[src/rtl/mpc_response_rx.sv]
// MPC response receiver: tracks link health from the demuxed accept bits and
// matches each transmitted LCT frame to its response after a programmable latency.
module mpc_response_rx #(
    parameter int CNT_W  = 16,
    parameter int UP_CNT = 8
) (
    input  logic             clock,
    input  logic             reset_n,
    input  logic [1:0]       mpc_rx_1st,
    input  logic [1:0]       mpc_rx_2nd,
    input  logic             mpc_xmit,
    input  logic [3:0]       mpc_rx_delay,
    input  logic             count_clr,
    output logic             mpc_vpf,
    output logic [1:0]       mpc_accept,
    output logic [1:0]       mpc_reserved,
    output logic             link_up,
    output logic [CNT_W-1:0] cnt_xmit,
    output logic [CNT_W-1:0] cnt_acc0,
    output logic [CNT_W-1:0] cnt_acc1,
    output logic [CNT_W-1:0] cnt_lost
);

    localparam int RUN_W = (UP_CNT < 2) ? 1 : $clog2(UP_CNT + 1);
    localparam logic [RUN_W-1:0] RUN_LAST = RUN_W'(UP_CNT - 1);

    typedef enum logic [1:0] {
        DOWN = 2'b00,
        WAIT = 2'b01,
        UP   = 2'b10
    } link_state_t;

    link_state_t      state_r;
    logic [RUN_W-1:0] run_r;
    logic [1:0]       idle_cnt_r;
    logic             link_up_r;
    logic [15:0]      tag_r;
    logic             vpf_r;
    logic [1:0]       accept_r;
    logic [1:0]       reserved_r;
    logic [CNT_W-1:0] cnt_xmit_r;
    logic [CNT_W-1:0] cnt_acc0_r;
    logic [CNT_W-1:0] cnt_acc1_r;
    logic [CNT_W-1:0] cnt_lost_r;

    logic       idle_s;
    logic [3:0] tap_idx_s;
    logic       tap_s;
    logic       load_s;
    logic       lost_s;
    logic       acc0_s;
    logic       acc1_s;

    function automatic logic [CNT_W-1:0] sat_inc(input logic [CNT_W-1:0] v, input logic en);
        logic [CNT_W-1:0] r;
        if (en && (v != {CNT_W{1'b1}})) begin
            r = v + CNT_W'(1'b1);
        end else begin
            r = v;
        end
        return r;
    endfunction

    // Idle detection, response tap selection and per-clock event qualifiers
    always_comb begin
        idle_s = ({mpc_rx_2nd, mpc_rx_1st} == 4'b1111);
        if (mpc_rx_delay == 4'd0) begin
            tap_idx_s = 4'd0;
        end else begin
            tap_idx_s = mpc_rx_delay - 4'd1;
        end
        tap_s  = tag_r[tap_idx_s];
        load_s = tap_s && (state_r == UP);
        lost_s = tap_s && (state_r != UP);
        acc0_s = load_s && mpc_rx_1st[0];
        acc1_s = load_s && mpc_rx_1st[1];
    end

    // Link FSM: run of clean clocks to come up, four idle clocks to drop
    always_ff @(posedge clock or negedge reset_n) begin
        if (!reset_n) begin
            state_r    <= DOWN;
            run_r      <= {RUN_W{1'b0}};
            idle_cnt_r <= 2'd0;
            link_up_r  <= 1'b0;
        end else begin
            case (state_r)
                DOWN: begin
                    if (!idle_s) begin
                        if (UP_CNT <= 1) begin
                            state_r    <= UP;
                            idle_cnt_r <= 2'd0;
                            link_up_r  <= 1'b1;
                        end else begin
                            state_r <= WAIT;
                            run_r   <= RUN_W'(1'b1);
                        end
                    end
                end
                WAIT: begin
                    if (idle_s) begin
                        state_r <= DOWN;
                        run_r   <= {RUN_W{1'b0}};
                    end else if (run_r == RUN_LAST) begin
                        state_r    <= UP;
                        run_r      <= {RUN_W{1'b0}};
                        idle_cnt_r <= 2'd0;
                        link_up_r  <= 1'b1;
                    end else begin
                        run_r <= run_r + RUN_W'(1'b1);
                    end
                end
                UP: begin
                    if (idle_s) begin
                        if (idle_cnt_r == 2'd3) begin
                            state_r    <= DOWN;
                            idle_cnt_r <= 2'd0;
                            run_r      <= {RUN_W{1'b0}};
                            link_up_r  <= 1'b0;
                        end else begin
                            idle_cnt_r <= idle_cnt_r + 2'd1;
                        end
                    end else begin
                        idle_cnt_r <= 2'd0;
                    end
                end
                default: begin
                    state_r    <= DOWN;
                    run_r      <= {RUN_W{1'b0}};
                    idle_cnt_r <= 2'd0;
                    link_up_r  <= 1'b0;
                end
            endcase
        end
    end

    // Transmit tag pipeline and response capture
    always_ff @(posedge clock or negedge reset_n) begin
        if (!reset_n) begin
            tag_r      <= 16'h0000;
            vpf_r      <= 1'b0;
            accept_r   <= 2'b00;
            reserved_r <= 2'b00;
        end else begin
            tag_r <= {tag_r[14:0], mpc_xmit};
            vpf_r <= load_s;
            if (load_s) begin
                accept_r   <= mpc_rx_1st;
                reserved_r <= mpc_rx_2nd;
            end
        end
    end

    // Saturating event counters; clear wins over a same-clock increment
    always_ff @(posedge clock or negedge reset_n) begin
        if (!reset_n) begin
            cnt_xmit_r <= {CNT_W{1'b0}};
            cnt_acc0_r <= {CNT_W{1'b0}};
            cnt_acc1_r <= {CNT_W{1'b0}};
            cnt_lost_r <= {CNT_W{1'b0}};
        end else if (count_clr) begin
            cnt_xmit_r <= {CNT_W{1'b0}};
            cnt_acc0_r <= {CNT_W{1'b0}};
            cnt_acc1_r <= {CNT_W{1'b0}};
            cnt_lost_r <= {CNT_W{1'b0}};
        end else begin
            cnt_xmit_r <= sat_inc(cnt_xmit_r, mpc_xmit);
            cnt_acc0_r <= sat_inc(cnt_acc0_r, acc0_s);
            cnt_acc1_r <= sat_inc(cnt_acc1_r, acc1_s);
            cnt_lost_r <= sat_inc(cnt_lost_r, lost_s);
        end
    end

    assign mpc_vpf      = vpf_r;
    assign mpc_accept   = accept_r;
    assign mpc_reserved = reserved_r;
    assign link_up      = link_up_r;
    assign cnt_xmit     = cnt_xmit_r;
    assign cnt_acc0     = cnt_acc0_r;
    assign cnt_acc1     = cnt_acc1_r;
    assign cnt_lost     = cnt_lost_r;

endmodule
[config.mk]
export PLATFORM = sky130hd
export DESIGN_NAME = mpc_response_rx
export DESIGN_NICKNAME = d
export VERILOG_FILES = /design/src/rtl/mpc_response_rx.sv
export SDC_FILE = /design/constraint.sdc
export NUM_CORES = 1
export LEC_CHECK = 0
export CAP_MARGIN = 0
export CORE_UTILIZATION = 35
export DETAILED_ROUTE_END_ITERATION = 10
export PLACE_DENSITY = 0.58
export SYNTH_ARGS = -nofsm -noshare
export SYNTH_HDL_FRONTEND = slang
export SYNTH_SLANG_ARGS = --single-unit
[constraint.sdc]
create_clock -name clock -period 3.15 [get_ports clock]
set_clock_uncertainty 0.2 [all_clocks]
set_input_delay 0.63 -clock clock [delete_from_list [all_inputs] [get_ports clock]]
set_output_delay 0.63 -clock clock [all_outputs]
set_load 0.02 [all_outputs]
==> metrics <==
status finished clean; syn nets 544; DRC 0; H-tree levels 3; number of global-route vias before repair 4190; mux cell area share after synthesis 6.71%; chip height 121 microns; antenna cells 0; Pre-Repair DR Iteration Count 4; met1 usage between 20% and 30%; Final Hold Viols 0; CP Launch Type primary input; DIE WIDTH 121 microns; most frequent cells after synthesis dfrtp_1 (94), nor2_1 (52), nand2_1 (47); Slew HR 61.9%; number of synthesized flops with an enable pin 0; Distinct cells, synth 50; routed len/inst 15.7 microns; xor and xnor area share after synthesis 3.01%; fillers 1288; DRT iter0 DRCs about 280; Top FF cell, synth dfrtp_1; syn_area_per_cell roughly 9.4 sq um; cell taking the most area after synthesis dfrtp_1; Final nets 644; Post-Synth Simple-Gate Area 27.0%; MaxCap Viol Count 0; synth-to-layout area growth 35.0%; GRT Overall Usage between 10% and 20%; Global Route met2 Usage 28.0%; final wirelength 12.7 mm; area of the die ~15000 sq um; CP Capture Type flop; io pins 82; Tcrit/Tclk final slightly below 100%; main combinational cell family by area after synthesis simple AND/OR/NAND/NOR gates; CTS tree yes; grt met3 use under 10%; root buffer cell clkbuf_16; grt total ovfl 0; Bufs on Longest Clock Path 2; DPL Wire Length 8.53 mm; Clock Latency Late Sink ~0.35 ns; sequential area share after synthesis a little under half; Hold WC Path Type in2async; post-synthesis compound-gate area fraction between 10% and 20%; critical path arrival between 3 and 4 ns; PortBufs 81; Synth Warn # 0; Register Area 2350 sq um; synthesized area 4940 sq um; largest net degree at the start of global routing 88; Area contributors post-synth dfrtp_1 (48%), mux2_2 (5.7%), nor2_1 (3.9%); crit-path max FO 9; Final ANT Viol Nets 0; Initial Utilization 35.7%; RD Place Congestion 0.844; Synth Instances around 520; cell row count 43; initial antenna violation count 0; maximum VDD drop 0.000245 V; dominant cell by count in the synthesized netlist dfrtp_1; Setup TNS 0 ns; final number of setup-violating endpoints 0; total CTS buffers 9; post-synthesis adder-cell area fraction 2.03%; fin. max-slew vios 0; footprint of the multi-input gates 2620 sq um; Clock Sinks 94; Finished Core Util a little under 50%; power density cells 468 nW/um^2; Synth async-reset ratio 100%; post-layout min period 3.02 ns; P_leak between 2 and 3 nW; vias 4343; core footprint 13800 sq um; RSZ-0062 raised after global routing no; Slew @ Worst Pin 0.569 ns; clock-pin slew on the worst setup and hold paths about 0.07 ns; fraction of layout cells with a size suffix above 1 16.7%; Via density about 5.4; first-pass GRT wire length ~21 mm; Synth Register Bits 94; Top Usage Layer GRT met2; top cell type's share of synthesized area 47.6%; Crit path required time 3.18 ns; Setup CP Type in2reg; Fmax 331 MHz
-- registers in the layout, indices dropped and copies added, names as in the netlist, 2 cells and up --
signal,cells
cnt_lost,16
state_r,2
tag_r,16
mpc_reserved,2
idle_cnt_r,2
run_r,4
cnt_acc1,16
cnt_acc0,16
mpc_accept,2
cnt_xmit,16
-- per-stage QoR --
stage / area (sq um) / worst slack, ns / hold WS [ns] / total power (W) / instances
CTS: 6640 / 0.0391 / 0.0840 / 0.00315 / 809
finish: 6670 / 0.126 / 0.0710 / 0.00313 / 809
floorplan: 5070 / -0.0377 / 0.134 / 0.00174 / 524
global placement: 6200 / -0.607 / 0.158 / 0.00194 / 788
global route: 6670 / 0.0151 / 0.113 / 0.00329 / 809
detailed placement: 6200 / -0.670 / 0.161 / 0.00196 / 788
-- placed cells by master (no fill, tap or decap), types with 12 or more instances in the layout --
cell / netlist / routed
nand2_1: 47 / 47
nand4_1: 19 / 19
mux2_2: 25 / 22
dfrtp_1: 94 / 94
clkdlybuf4s50_1: 0 / 75
or3_1: 19 / 19
a21oi_1: 29 / 28
nor2_1: 52 / 50
nand2b_1: 12 / 12
nand3_1: 24 / 24
nor2b_1: 20 / 20
o21ai_0: 26 / 26
nor3_1: 16 / 13
buf_4: 0 / 27
-- cells by family after synthesis --
| group | Yosys count |
|---|---|
| fa+ha+maj | 8 |
| xor+xnor | 17 |
| mux | 30 |
| compound gates | 86 |
| buf+inv | 35 |
| flops | 94 |
| simple gates | 254 |
-- critical path, cell delays in order --
cell and delay (ns):
dlygate4sd2_1 0.25, inv_2 0.07, ha_4 0.13, nor3b_4 0.28, buf_4 0.17, o21a_1 0.11
o221ai_1 0.12, and3_4 0.21, or2_4 0.27, bufbuf_16 0.30, nor2_2 0.16, mux2_2 0.36
-- report_power, final --
part	internal (W)	switching (W)	total, W
registers	0.00130	0.0000862	0.00138
clock network	0.000634	0.000486	0.00112
logic	0.000299	0.000323	0.000623
total	0.00223	0.000895	0.00313
-- repair_timing --
| action | 4_1_cts | 5_1_grt |
|---|---|---|
| gates cloned | 2 | 0 |
| buffers inserted | 3 | 0 |
| pin swaps | 2 | 3 |
| setup endpoints to repair | 49 | 36 |
| resized for setup | 13 | 10 |
| hold buffers | 0 | 0 |
-- per-layer routing --
metal,share of wire [%],vias to the layer above
li1,-,2095
met1,47,2146
met2,47,88
met3,5.0,14
met4,1.1,0
met5,0,-
-- final cells by class --
type,instances,area share [%]
clock inverters,6,0.919
clock buffers,10,3.58
repair buffers,112,16.8
multi-input cells,395,39.3
inverters,12,0.787
well taps,180,3.37
flip-flops and latches,94,35.2
-- final timing paths --
check / start / to / slack [ns] / cells after the start
min: reset_n / cnt_acc1[4] / 0.07 / 1
max in group asynchronous: reset_n / run_r[2] / 1.97 / 2
max: mpc_rx_delay[1] / cnt_acc0[0] / 0.13 / 12
max reg2reg: cnt_lost[3] / cnt_lost[9] / 0.28 / 8
min reg2reg: tag_r[14] / tag_r[15] / 0.17 / 0
min in group clock: tag_r[14] / tag_r[15] / 0.17 / 0
Power figures use the tool's default switching activity.
